<file path="config.mk">
export PLATFORM = sky130hd
export DESIGN_NAME = calibration_sequencer
export DESIGN_NICKNAME = d
export VERILOG_FILES = /design/src/rtl/calibration_pkg.sv /design/src/rtl/calibration_sequencer.sv
export SDC_FILE = /design/constraint.sdc
export NUM_CORES = 1
export LEC_CHECK = 0
export CORE_ASPECT_RATIO = 1.4
export CORE_MARGIN = 8
export CORE_UTILIZATION = 56
export DETAILED_ROUTE_END_ITERATION = 6
export GPL_TIMING_DRIVEN = 0
export PLACE_DENSITY_LB_ADDON = 0.1
export SYNTH_ARGS = -nofsm -noshare
export SYNTH_HDL_FRONTEND = slang
export SYNTH_SLANG_ARGS = --single-unit
</file>
<file path="constraint.sdc">
create_clock -name clk_pixel -period 2.5 [get_ports clk_pixel]
set_input_delay 0.375 -clock clk_pixel [delete_from_list [all_inputs] [get_ports clk_pixel]]
set_output_delay 0.375 -clock clk_pixel [all_outputs]
set_load 0.05 [all_outputs]
</file>
<file path="src/rtl/calibration_pkg.sv">
// rtl/calibration_pkg.sv - shared calibration state types and sizing helpers
//
// Purpose: state encodings shared by the calibration step FSM and the
// calibration sequencer, plus a width helper that never returns zero.
// Ports: none (package).
package calibration_pkg;

  // State of the per-bit-plane capture FSM; the sequencer only needs to
  // distinguish STEP_IDLE from everything else.
  typedef enum logic [1:0] {
    STEP_IDLE          = 2'd0,
    STEP_WAIT_FRAME    = 2'd1,
    STEP_CAPTURE_FRAME = 2'd2,
    STEP_ACCUMULATE    = 2'd3
  } calibration_step_state_t;

  typedef enum logic [2:0] {
    SEQ_IDLE        = 3'd0,
    SEQ_REQ_PATTERN = 3'd1,
    SEQ_FIRE        = 3'd2,
    SEQ_WAIT_LEAVE  = 3'd3,
    SEQ_WAIT_IDLE   = 3'd4,
    SEQ_ADVANCE     = 3'd5,
    SEQ_FINISH      = 3'd6
  } calibration_sequencer_state_t;

  // $clog2 that yields at least 1 so a degenerate parameter still gives a legal vector.
  function automatic int unsigned safe_clog2(input int unsigned n);
    return (n > 1) ? $clog2(n) : 1;
  endfunction

endpackage

</file>
<file path="src/rtl/calibration_sequencer.sv">
// rtl/calibration_sequencer.sv - walks LED address bit planes through the capture step FSM
//
// Purpose: for each bit plane 0..LED_ADDRESS_WIDTH-1, ask the LED driver to show
// that plane, wait for its ack, fire one capture, and wait for it to complete.
// The first capture of a run pulses overwrite_latch_out so the accumulate RAM
// starts fresh.
// Ports:
//   clk_pixel, rst          pixel clock, synchronous active-high reset
//   start_in, abort_in      run request (level, IDLE only) / abandon run
//   step_state_in           state of the capture step FSM
//   pattern_req_out/ack_in  handshake with the LED pattern driver
//   bit_index_out           bit plane being displayed and captured
//   start_step_out          one-cycle capture start pulse
//   overwrite_latch_out     one-cycle pulse alongside the first capture start
//   busy_out, done_out      not-IDLE flag / end-of-run pulse
//   error_out               sticky pattern ack timeout
module calibration_sequencer
  import calibration_pkg::*;
#(
  parameter int unsigned LED_ADDRESS_WIDTH  = 10,
  parameter int unsigned ACK_TIMEOUT_CYCLES = 1000000,
  localparam int unsigned BIT_IDX_WIDTH     = safe_clog2(LED_ADDRESS_WIDTH)
) (
  input  logic                     clk_pixel,
  input  logic                     rst,
  input  logic                     start_in,
  input  logic                     abort_in,
  input  calibration_step_state_t  step_state_in,
  output logic                     pattern_req_out,
  input  logic                     pattern_ack_in,
  output logic [BIT_IDX_WIDTH-1:0] bit_index_out,
  output logic                     start_step_out,
  output logic                     overwrite_latch_out,
  output logic                     busy_out,
  output logic                     done_out,
  output logic                     error_out
);

  localparam int unsigned TIMER_WIDTH = safe_clog2(ACK_TIMEOUT_CYCLES);
  localparam logic [TIMER_WIDTH-1:0]   TIMER_LAST = TIMER_WIDTH'(ACK_TIMEOUT_CYCLES - 1);
  localparam logic [BIT_IDX_WIDTH-1:0] LAST_BIT   = BIT_IDX_WIDTH'(LED_ADDRESS_WIDTH - 1);

  calibration_sequencer_state_t r_state;
  logic [TIMER_WIDTH-1:0]       r_timer;
  logic [BIT_IDX_WIDTH-1:0]     r_bit_index;
  logic                         r_pattern_req;
  logic                         r_start_step;
  logic                         r_overwrite;
  logic                         r_busy;
  logic                         r_done;
  logic                         r_error;

  // Every output is a register updated alongside the state, so no input
  // reaches an output combinationally.
  always_ff @(posedge clk_pixel) begin
    if (rst) begin
      r_state       <= SEQ_IDLE;
      r_timer       <= '0;
      r_bit_index   <= '0;
      r_pattern_req <= 1'b0;
      r_start_step  <= 1'b0;
      r_overwrite   <= 1'b0;
      r_busy        <= 1'b0;
      r_done        <= 1'b0;
      r_error       <= 1'b0;
    end else begin
      r_start_step <= 1'b0;
      r_overwrite  <= 1'b0;
      r_done       <= 1'b0;
      if (abort_in) begin
        // Any capture already started finishes on its own; the IDLE check on
        // step_state_in keeps a new run from overlapping it.
        r_state       <= SEQ_IDLE;
        r_timer       <= '0;
        r_pattern_req <= 1'b0;
        r_busy        <= 1'b0;
      end else begin
        unique case (r_state)
          SEQ_IDLE: begin
            if (start_in && step_state_in == STEP_IDLE) begin
              r_bit_index   <= '0;
              r_error       <= 1'b0;
              r_timer       <= '0;
              r_pattern_req <= 1'b1;
              r_busy        <= 1'b1;
              r_state       <= SEQ_REQ_PATTERN;
            end
          end
          SEQ_REQ_PATTERN: begin
            // An ack on the final timer cycle still wins over the timeout.
            if (pattern_ack_in) begin
              r_pattern_req <= 1'b0;
              r_timer       <= '0;
              r_start_step  <= 1'b1;
              r_overwrite   <= (r_bit_index == '0);
              r_state       <= SEQ_FIRE;
            end else if (r_timer == TIMER_LAST) begin
              r_error       <= 1'b1;
              r_pattern_req <= 1'b0;
              r_timer       <= '0;
              r_busy        <= 1'b0;
              r_state       <= SEQ_IDLE;
            end else begin
              r_timer <= r_timer + TIMER_WIDTH'(1);
            end
          end
          SEQ_FIRE: begin
            r_state <= SEQ_WAIT_LEAVE;
          end
          SEQ_WAIT_LEAVE: begin
            if (step_state_in != STEP_IDLE) begin
              r_state <= SEQ_WAIT_IDLE;
            end
          end
          SEQ_WAIT_IDLE: begin
            if (step_state_in == STEP_IDLE) begin
              r_state <= SEQ_ADVANCE;
            end
          end
          SEQ_ADVANCE: begin
            // The only place bit_index moves, so the displayed pattern is
            // stable for the whole capture.
            if (r_bit_index == LAST_BIT) begin
              r_done  <= 1'b1;
              r_state <= SEQ_FINISH;
            end else begin
              r_bit_index   <= r_bit_index + BIT_IDX_WIDTH'(1);
              r_pattern_req <= 1'b1;
              r_state       <= SEQ_REQ_PATTERN;
            end
          end
          SEQ_FINISH: begin
            r_busy  <= 1'b0;
            r_state <= SEQ_IDLE;
          end
          default: begin
            r_pattern_req <= 1'b0;
            r_busy        <= 1'b0;
            r_state       <= SEQ_IDLE;
          end
        endcase
      end
    end
  end

  assign pattern_req_out     = r_pattern_req;
  assign bit_index_out       = r_bit_index;
  assign start_step_out      = r_start_step;
  assign overwrite_latch_out = r_overwrite;
  assign busy_out            = r_busy;
  assign done_out            = r_done;
  assign error_out           = r_error;

endmodule

</file>
==> impl_metrics.yaml <==
critical_path:
  cp_cell_sequence: "clkdlybuf4s50_1 -> nor3b_1 -> o21ai_1 -> clkbuf_1 -> clkbuf_1 -> o21ai_0 -> a21oi_1"
  crit_buf_inv: 3
  path_class: "input port to register"
  crit_path_end_kind: "register"
  required_ns: 2.72
  cp_common_cell: "clkbuf_1"
  slowest_stage: "clkdlybuf4s50_1"
  cpLargestDelayFamily: "buffers and inverters"
  startpoint_type: "input port"
  max_stage_delay_ns: 0.52
  worst-path-max-fanout: 10
  critical_path_arrival_ns: 2.48
placed_design:
  pre_cts_slack_ns: 0.00980
  dpl.cell_count: 273
  routabilityCongestion: 0.887
  io_buffers: 16
  dpl.hpwl_um: 3340
  postPlaceCellArea_sq_mm: 0.00200
timing:
  rsz0062_at_grt: "false"
  slew_headroom: 0.658
  post-route-period-util: 0.901
  skew_ns: 0.00510
  fin_tns_setup_ns: 0
  timing.final.crit_period_ns: 2.25
  setup_violations: 0
  setup_ws_ns: 0.247
  tightest_slew_ns: 0.511
  hold_violations: 0
  whs_ns: 0.482
  max_freq_mhz: 444
  final_max_slew_viol_count: 0
run_status:
  status: "complete, no violations"
floorplan:
  dieArea_sq_mm: 0.00529
  ios: 17
  coreArea_sq_mm: 0.00309
  die_x_um: 63.8
  fp-row-count: 24
  initial_core_util: 0.580
  die_h_um: 83.0
synthesis:
  ys_seq_area_frac: 0.368
  synthCells: 218
  synth_top_area_cell: "dfxtp_1"
  synth_commonest_cells: "dfxtp_1, nor2_1, nand2_1, nand3_1, a21oi_1"
  yosys-top-cells-area: "dfxtp_1, nor2_1, xnor2_1"
  synthArstFlopShare: 0
  synth_top_area_share: 0.368
  synth_edf_count: 0
  syn_avg_cell_area_sq_um: 8.22
  ys_ff_latch: 33
  yosysWarnings: 0
  ys_types: 50
  synth_most_common_cell: "dfxtp_1"
  netlist_area_sq_mm: 0.00179
  synth_ff_type: "dfxtp_1"
  synth.net_count: 229
route:
  wl_per_cell_um: 16.1
  via_per_inst: 6.23
  vias: 1750
  routed_wl_um: 4520
  first_iter_violations: 70
  ant_nets: 0
  drtPass1Iterations: 4
  drc: 0
clock_network:
  post-cts-setup-buffers: 0
  clk_pin_slew_ns: 0.07
  holdBufCountCts: 0
  clock-sinks: 33
  cts.htree.levels: 2
  numCtsBuffers: 5
  clock_path_buffers: 2
  cts_tree: "done"
  cts-root-buf: "clkbuf_8"
  cts_resized: 0
  clk_latency_ns: 0.29
flow_run:
  max_cap_violations: 0
global_routing:
  grt_pass1_wl_um: 7470
  grt_pass1_vias: 1724
  grt_max_degree: 12
  antenna_found_initial: 0
  grt.total_usage: 0.171
  overflow: 0
final_layout:
  layout.nets: 252
  area_delta_synth_final_pct: 16.7
  stdcell_count: 281
  final_area_sq_mm: 0.00209
  antenna_cells: 0
  drive_gt1_frac: 0.0702
power:
  vdd.ir_drop.worst_v: 0.000326
  p_leak_nw: 0.651
  power.density_mw_per_mm2: 472
worst_hold_path:
  hp-class: "register to register"
power breakdown:
| part | total, mW | internal (mW) | switching [mW] |
|---|---|---|---|
| logic | 0.0594 | 0.0227 | 0.0367 |
| clock network | 0.400 | 0.192 | 0.208 |
| registers | 0.528 | 0.527 | 0.00132 |
| total | 0.988 | 0.742 | 0.246 |
cells by family (layout without fill, tap and decap cells):
logic type,count (synthesis),after routing,synth area share
adders and majority gates,4,4,0.0279
and+or+nand+nor,117,117,0.354
muxes,2,2,0.0119
AOI/OAI and AO/OA,40,40,0.155
xor gates and xnor gates,10,10,0.0488
buffers and inverters,12,36,0.0342
DFF,33,33,0.368
metrics by stage:
step           total power [mW]  utilization
2_1_floorplan             0.573            -
3_3_place_gp              0.596        0.647
3_5_place_dp              0.598        0.647
4_1_cts                   0.998        0.675
5_1_grt                    1.03        0.676
6_report                  0.988        0.676
worst reg2reg max path, cell delays in order (launching register included):
cell	delay [ns]
dfxtp_1	0.46
ha_1	0.30
and3_1	0.21
nand4_1	0.19
o21ba_1	0.24
buf_2	0.18
o41ai_1	0.40
a21oi_1	0.10
final timing paths:
| kind | startpoint | slack (ns) | cells after the start | endpoint |
|---|---|---|---|---|
| worst min register to register | pattern_req_out$_SDFFE_PP0P_ | 0.48 | 2 | pattern_req_out$_SDFFE_PP0P_ |
| worst max-delay path | step_state_in[1] | 0.25 | 7 | r_timer[6]$_SDFFE_PP0P_ |
| worst max register to register | r_timer[0]$_SDFFE_PP0P_ | 0.30 | 7 | pattern_req_out$_SDFFE_PP0P_ |
| worst min-delay path | pattern_req_out$_SDFFE_PP0P_ | 0.48 | 2 | pattern_req_out$_SDFFE_PP0P_ |
cell type report:
cell class                 count  area, sq um
timing repair buffer          16          160
multi-input combinational    173         1070
clock inverter                 3         17.5
tap                           39         48.8
buffer                         9         50.0
inverter                       3         11.3
sequential                    33          661
clock buffer                   5         68.8
fill                         248         1000
registers in the layout, summed over array words and instances, names as in the netlist:
name                 cells
r_timer                 20
bit_index_out            4
r_state                  3
busy_out                 1
done_out                 1
error_out                1
overwrite_latch_out      1
pattern_req_out          1
start_step_out           1
cells in the final DEF (no fill, tap or decap), drive strengths merged, types with 4 or more instances in the layout:
cell	instances
dfxtp	33
nor2	27
nand2	16
nand3	16
clkdlybuf4s50	16
a21oi	11
xnor2	10
clkbuf	10
nor4	7
nor3	7
o21ai	7
and3	6
nand4	5
or3	5
a31oi	5
nand2b	4
or4	4
ha	4
buf	4
metal layers:
layer / track usage / vias to the layer above / share of wire
li1: - / 852 / -
met1: 0.160 / 836 / 0.38
met2: 0.324 / 50 / 0.54
met3: 0.0457 / 12 / 0.046
met4: 0.0835 / 0 / 0.030
met5: 0 / - / 0
(Power assumes the default switching activity.)
